===== src/rtl/serial_adder_pkg.sv =====
// Shared types and constants for the bit-serial adder.
// Holds the controller state encoding, the default operand width and the counter sizing rule.
package serial_adder_pkg;

    typedef enum logic [1:0] {
        IDLE = 2'd0,
        ADD  = 2'd1,
        DONE = 2'd2
    } state_t;

    localparam int DEFAULT_WIDTH = 8;

    // A one-bit design still needs a one-bit counter.
    function automatic int cnt_width(input int w);
        return (w > 1) ? $clog2(w) : 1;
    endfunction

endpackage


===== src/rtl/fulladder.sv =====
// One-bit full adder used as the per-bit arithmetic core of the serial adder.
module fulladder (
    input  logic a,
    input  logic b,
    input  logic cin,
    output logic result,
    output logic cout
);

    assign result = a ^ b ^ cin;
    assign cout   = (a & b) | (a & cin) | (b & cin);

endmodule


===== src/rtl/serial_adder.sv =====
// Bit-serial adder: accepts a/b/cin, adds one bit per cycle through a single full adder,
// then presents {cout,result} until the consumer takes it.
module serial_adder
    import serial_adder_pkg::*;
#(
    parameter int WIDTH = DEFAULT_WIDTH
) (
    input  logic             clk,
    input  logic             rst_n,
    input  logic             in_valid,
    output logic             in_ready,
    input  logic [WIDTH-1:0] a,
    input  logic [WIDTH-1:0] b,
    input  logic             cin,
    output logic             out_valid,
    input  logic             out_ready,
    output logic [WIDTH-1:0] result,
    output logic             cout
);

    localparam int CW = cnt_width(WIDTH);

    state_t           state_q,  state_d;
    logic [WIDTH-1:0] a_q,      a_d;
    logic [WIDTH-1:0] b_q,      b_d;
    logic [WIDTH-1:0] result_q, result_d;
    logic             carry_q,  carry_d;
    logic [CW-1:0]    cnt_q,    cnt_d;

    logic sum_bit;
    logic carry_bit;

    fulladder u_fulladder (
        .a      (a_q[0]),
        .b      (b_q[0]),
        .cin    (carry_q),
        .result (sum_bit),
        .cout   (carry_bit)
    );

    always_comb begin
        state_d  = state_q;
        a_d      = a_q;
        b_d      = b_q;
        result_d = result_q;
        carry_d  = carry_q;
        cnt_d    = cnt_q;
        case (state_q)
            IDLE: begin
                if (in_valid) begin
                    a_d     = a;
                    b_d     = b;
                    carry_d = cin;
                    cnt_d   = '0;
                    state_d = ADD;
                end
            end
            ADD: begin
                // Sum bits enter at the MSB so after WIDTH shifts bit 0 holds the first sum.
                result_d = (result_q >> 1) | (WIDTH'(sum_bit) << (WIDTH - 1));
                carry_d  = carry_bit;
                a_d      = a_q >> 1;
                b_d      = b_q >> 1;
                cnt_d    = cnt_q + CW'(1);
                if (cnt_q == CW'(WIDTH - 1)) begin
                    state_d = DONE;
                end
            end
            DONE: begin
                if (out_ready) begin
                    state_d = IDLE;
                end
            end
            default: begin
                state_d = IDLE;
            end
        endcase
    end

    always_ff @(posedge clk or negedge rst_n) begin
        if (!rst_n) begin
            state_q  <= IDLE;
            a_q      <= '0;
            b_q      <= '0;
            result_q <= '0;
            carry_q  <= 1'b0;
            cnt_q    <= '0;
        end else begin
            state_q  <= state_d;
            a_q      <= a_d;
            b_q      <= b_d;
            result_q <= result_d;
            carry_q  <= carry_d;
            cnt_q    <= cnt_d;
        end
    end

    assign in_ready  = (state_q == IDLE);
    assign out_valid = (state_q == DONE);
    assign result    = result_q;
    assign cout      = carry_q;

endmodule


===== config.mk =====
export PLATFORM = sky130hd
export DESIGN_NAME = serial_adder
export DESIGN_NICKNAME = d
export VERILOG_FILES = /design/src/rtl/serial_adder_pkg.sv /design/src/rtl/fulladder.sv /design/src/rtl/serial_adder.sv
export SDC_FILE = /design/constraint.sdc
export NUM_CORES = 1
export LEC_CHECK = 0
export BUFFER_PORTS_ARGS = -buffer_cell sky130_fd_sc_hd__buf_4
export CAP_MARGIN = 25
export CELL_PAD_IN_SITES_DETAIL_PLACEMENT = 1
export CELL_PAD_IN_SITES_GLOBAL_PLACEMENT = 1
export CORE_MARGIN = 2
export CORE_UTILIZATION = 40
export CTS_BUF_LIST = sky130_fd_sc_hd__clkbuf_4 sky130_fd_sc_hd__clkbuf_8
export CTS_CLUSTER_SIZE = 30
export DETAILED_ROUTE_END_ITERATION = 10
export PLACE_DENSITY_LB_ADDON = 0.1
export SKIP_CTS_REPAIR_TIMING = 1
export SKIP_LAST_GASP = 1
export SLEW_MARGIN = 40
export SYNTH_ARGS = -nofsm -noshare
export SYNTH_HDL_FRONTEND = slang
export SYNTH_SLANG_ARGS = --single-unit

===== constraint.sdc =====
create_clock -name clk -period 1.36 [get_ports clk]
set_clock_uncertainty 0.15 [all_clocks]
set_input_delay 0.136 -clock clk [delete_from_list [all_inputs] [get_ports clk]]
set_output_delay 0.136 -clock clk [all_outputs]
set_load 0.05 [all_outputs]

=== After elaboration in Yosys (flattened, before gate mapping) ===
Index checks and enable logic that the tools add are counted.

* Add/sub/neg operators: 1
* Equality and inequality tests: 6
* Multiplexer cells: 12
* Bitwise operators: 8
* Reduce and logical (&&, ||, !) cells: 4

{| class="wikitable"
|+ Operators by type and width
! cell !! count
|-
| 8-bit case mux with 2 select lines || 2
|-
| 8-bit two-way mux || 2
|-
| 7-bit by 8-bit OR with 8-bit output || 1
|-
| 2-bit two-way mux || 3
|-
| 2-bit case mux with 3 select lines || 1
|-
| 3-bit case mux with 2 select lines || 1
|-
| 2-bit != test, second input constant || 2
|-
| 3-bit by 1-bit adder with 3-bit output, second input constant || 1
|-
| 1-bit bitwise AND || 3
|-
| 3-bit == test, second input constant || 1
|-
| 3-bit two-way mux || 1
|-
| 3-bit AND reduction || 1
|-
| 2-bit by 1-bit == test with 1-bit output, second input constant || 1
|-
| 2-bit == test, second input constant || 1
|-
| 2-bit logical NOT || 1
|-
| 2-bit by 1-bit != test with 1-bit output, second input constant || 1
|-
| 1-bit OR || 2
|-
| 1-bit case mux with 2 select lines || 1
|-
| 2-bit AND reduction || 1
|-
| 2-bit nonzero test || 1
|-
| 1-bit XOR || 2
|-
| 1-bit two-way mux || 1
|}

* Flip-flop bits (word level): 30
* Input bits: 21
* Output and inout bits: 11

=== Depth between registers and ports, before layout ===
* Depth in word-level cells: 4
* Gate-level depth with buffers: 4
* Gate-level depth less buffers: 4

=== Hierarchy ===
A second synthesis with hierarchy kept.

* Cells, all modules: 150
* Area total of the unflattened synthesis: 1537.7 um^2

{| class="wikitable"
|+ Modules (own cells, without submodules)
! module !! times used !! cells each !! area each (um^2)
|-
| serial_adder || 1 || 149 || 1517.7
|-
| fulladder || 1 || 1 || 20.0
|}

=== Worst setup path before layout ===
No wires, ideal clock.

* Path type: reg2reg
* Start point: register state_q[0]
* End point: register b_q[3]
* Library setup time: 0.181 ns
* Arrival time: 1.582 ns
* Path slack: -0.553 ns
* Cell stages (with the launch flop): 4
* Period minus slack after synthesis: 1.913 ns
* Cells stage by stage: dfrtp_1 > buf_6 > nor2_1 > a222oi_1

* Cells in the longest elaborated chain, start to end: 3
* Elaborated cells on any way between the ends: 6
* Classes of those cells: eq/ne: 2; mux: 1; reduce/logical: 3

{| class="wikitable"
|+ RTL lines
! element !! line !! text
|-
| from (decl) || serial_adder.sv:23 || <nowiki>state_t state_q, state_d;</nowiki>
|-
| from (signal assigned) || serial_adder.sv:89 || <nowiki>state_q <= state_d;</nowiki>
|-
| 2-bit logical NOT * || - ||
|-
| net in_ready || serial_adder.sv:11 || <nowiki>output logic in_ready,</nowiki>
|-
| 2-bit != test (no source line) / 2-bit nonzero test (equally long branches) || - ||
|-
| 2-bit AND reduction (no source line) || - ||
|-
| to (signal assigned) || serial_adder.sv:84 || <nowiki>b_q <= '0;</nowiki>
|-
| to (signal assigned) || serial_adder.sv:91 || <nowiki>b_q <= b_d;</nowiki>
|-
| to (decl) || serial_adder.sv:25 || <nowiki>logic [WIDTH-1:0] b_q, b_d;</nowiki>
|}

Mark *: on every way through the listed nets, which the timed path passes. The rest lies on a longest branch.
A chain may end at the register's enable or synchronous reset.

=== Worst setup path after layout ===
* Start point: register state_q[1]
* End point: register a_q[2]

* Cells in the longest elaborated chain, start to end: 3
* Elaborated cells on any way between the ends: 6
* Classes of those cells: eq/ne: 2; mux: 1; reduce/logical: 3

{| class="wikitable"
|+ RTL lines
! element !! line !! text
|-
| 2-bit by 1-bit == test with 1-bit output / 2-bit logical NOT (equally long branches) || serial_adder.sv:48 || <nowiki>case (state_q)</nowiki>
|-
| 2-bit nonzero test (no source line) / 2-bit != test (equally long branches) || - ||
|-
| 2-bit AND reduction (no source line) || - ||
|-
| to (signal assigned) || serial_adder.sv:83 || <nowiki>a_q <= '0;</nowiki>
|-
| to (signal assigned) || serial_adder.sv:90 || <nowiki>a_q <= a_d;</nowiki>
|-
| to (decl) || serial_adder.sv:24 || <nowiki>logic [WIDTH-1:0] a_q, a_d;</nowiki>
|}

Several ways; a longest one is shown, not always the timed one.

==> out/results.env <==
CRITICAL_PATH_REQUIRED_NS=1.43
TIMING.CRITICAL_PATH.ARRIVAL_NS=1.64
NUM-NETS-FINAL=190
CRIT_PATH_END_KIND='register'
TOTALWIRELENGTH_UM=3430
WORST_SLEW_PIN_SLEW_NS=0.380
WIRE_PER_INST_UM=16.1
YOSYS_WARNINGS=0
POSTSYNTHREGISTERBITS=30
DIE_W_UM=64.4
ROUTE.ANTENNA.REMAINING_NETS=0
CTS_BUFFERS=5
PERIOD_NEEDED_NS=1.57
PLACE.GP.CONGESTION=0.736
TIMING.HOLD.WORST.CLASS='in2reg'
CRIT_CHAIN='buf_4 > or4b_1 > o221a_2'
COMMONEST_CELLS_AFTER_ROUTING_FILL_AND_TAPS_ASIDE='buf_4, dfrtp_1, inv_1'
MAX-VDD-IR-DROP_mV=1.14
NUMBER_OF_GLOBAL_ROUTE_VIAS_BEFORE_REPAIR=1172
CLK_LATENCY_NS=0.33
SETUP.WORST_PATH.CLASS='reg2reg'
DIE_H_UM=64.4
SYNTH.CELL_AREA_MM2=0.00146
SYNTHESIS.AREA_PER_INSTANCE_UM2=12.9
FIN_UTIL_PCT=60.5
CORE_REGION_AREA_MM2=0.00342
RSZ0062_AT_GRT='true'
SYNTH.YOSYS.SEQ_AREA_SHARE_PCT=51.5
CRITICAL_PATH_DEPTH=3
DRV_SLEW=0
CRITPATHMAXSTAGEDELAY_NS=0.52
POSTSYNTHNETCOUNT=137
YOSYSTOPAREACELLSHARE_PCT=51.5
FINAL.PERIOD_UTILIZATION_PCT=115
MAXCLOCKFREQUENCY_GHz=0.637
BUFFER_PORTS.INSERTED=31
ANTENNA_CELLS=0
P_SW_SHARE_PCT=40.1
GRT_ANTENNA_BEFORE_REPAIR=0
POWER.SEQUENTIAL.FRACTION_PCT=32.7
GLOBAL_ROUTE.USAGE.TOTAL_PCT=17.6
DRTPASS1ITERATIONS=4
HPWLAFTERDP_UM=2240
GRT_FIRST_PASS_WIRELENGTH_UM=5550
REG2REG_DEPTH=3
STATUS='finished with violations'
VIOLATED_CHECKS='negative hold slack, negative setup slack'
POSTSYNTHCELLCOUNT=113
DR_TOTAL_VIAS=1142
CELLINTERNALPOWER_mW=2.96
TRITONCTS='yes'
SYNTHTOLAYOUTAREAGROWTH_PCT=41.8
POST-SYNTH-TOP-AREA-CELL='dfrtp_1'
HIGHEST_DELAY_CELL_ALONG_THE_CRITICAL_PATH='or4b_1'
NUM_IO_PINS=32
NUMCLOCKSINKS=30
FLOORPLAN.ROWS=21
CLK_PATH_BUF_DEPTH=2
DETAIL_ROUTE.DRC_VIOLATIONS=0
SETUP-TNS-FINAL_NS=-3.88
STARTPOINT_KIND_OF_THE_WORST_SETUP_TIMING_PATH='register'
GR-TOTAL-OVERFLOW=0
LEAKAGE_nW=0.922
FINALHOLDVIOLCOUNT=2
GRT_MAX_DEGREE=31
CRIT_FAMILY='simple AND/OR/NAND/NOR gates'
POST_ROUTE_CELLS_DRIVE_ABOVE_1_SHARE_PCT=52.7
FIN_WORST_HOLD_SLACK_NS=-0.00336
DRTITER0DRC=53
CELL_COUNT_OF_THE_WORST_HOLD_PATH=3
ROOT_BUFFER='clkbuf_4'
DETAIL_ROUTE.VIAS_PER_CELL=5.36
COMB_POWER_SHARE_PCT=53.9
CRITICAL_PATH.MAX_FANOUT=7
SHARE_CLK_OF_TOTAL_POWER_PCT=13.3
START_UTIL_PCT=42.7
POWER.TOTAL_mW=4.94
CLKTRANSATPATHREGS_NS=0.10
SLEW-LIMIT-HEADROOM_PCT=74.6
NETLIST_TOP_CELLS_AREA='dfrtp_1, mux2_2, a211oi_2'
YOSYSUNIQUECELLTYPES=26
POWER.DENSITY_mW_PER_MM2=2390
CTS_MAX_LEVEL=2
NET-SWITCHING-POWER_mW=1.98
SETUP_SLACK_NS=-0.210
LAYOUT.CELLS.MOST_COMMON='buf_4'
CP.BUFFERS_INVERTERS=1
TIMING.FINAL.SETUP_VIOLATIONS=28
MAXCAPVIOLATIONS=0
DIE-AREA_MM2=0.00414
-- synthesized netlist by cell type --
library cell	number
a211oi_2	6
a21oi_1	1
a221o_1	1
a222oi_1	3
a22o_1	3
a32o_1	1
and2_1	1
buf_2	5
buf_6	2
clkbuf_1	2
dfrtp_1	30
fa_1	1
ha_1	2
inv_1	10
mux2_2	8
mux2i_1	1
nand2b_1	2
nand2b_2	1
nor2_1	1
nor2b_1	5
nor3b_1	7
nor4b_1	6
o21ba_2	1
o21bai_1	1
o221a_2	6
or4b_1	6
-- metrics by stage --
stage | setup slack, ns | std cells | instance area, um^2
floorplan | -0.134 | 113 | 1500
global placement | -0.166 | 189 | 1780
detailed placement | -0.248 | 189 | 1780
CTS | -0.483 | 197 | 1860
global route | -0.259 | 213 | 2070
finish | -0.210 | 213 | 2070
-- power by group through the flow --
stage               combinational, mW  sequential [mW]  clock, mW
floorplan                        1.34             2.03          0
global placement                 2.29             1.64          0
detailed placement               2.36             1.67          0
CTS                              2.36             1.66      0.681
global route                     2.87             1.68      0.733
finish                           2.66             1.62      0.659
-- worst min-delay path, cell delays in order --
cell,delay (ns)
buf_4,0.11
nor2b_1,0.10
a222oi_1,0.09
-- final timing paths --
check,endpoint,start,slack (ns)
worst min-delay path,b_q[3],b[3],-0.003
max in group asynchronous,state_q[0],rst_n,0.63
worst max register to register,a_q[2],state_q[1],-0.21
worst max-delay path,a_q[2],state_q[1],-0.21
worst min register to register,result[0],result[0],0.38
min in group asynchronous,result[5],rst_n,0.12
-- registers in the layout, summed over array words and instances (netlist names) --
name	count
a_q	8
b_q	8
cnt_q	3
state_q	2
result	8
cout	1
-- metal layers --
metal / track usage, % / part of all wire [%] / vias up
met5: 0 / 0 / -
met4: 3.99 / 0.76 / 0
met3: 6.34 / 3.8 / 4
met2: 30.1 / 52 / 20
met1: 21.3 / 43 / 585
li1: - / - / 533
-- logic make-up (layout without fill, tap and decap cells) --
logic type | after synthesis | count (layout) | share of synthesized area (%)
flip-flops | 30 | 30 | 51.5
AND/OR/NAND/NOR | 29 | 29 | 15.6
multiplexers | 9 | 9 | 6.87
AO/OA/AOI/OAI | 23 | 23 | 16.6
buffers and inverters | 19 | 73 | 6.35
adder cells (fa/ha/maj) | 3 | 3 | 3.09
-- cell type report --
type | instances | area [um^2]
Inverter | 10 | 37.5
Timing Repair Buffer | 55 | 470
Sequential cell | 30 | 754
Multi-Input combinational cell | 64 | 668
Fill cell | 357 | 1350
Clock buffer | 8 | 78.8
Tap cell | 46 | 57.6
Power figures use the tool's default switching activity.
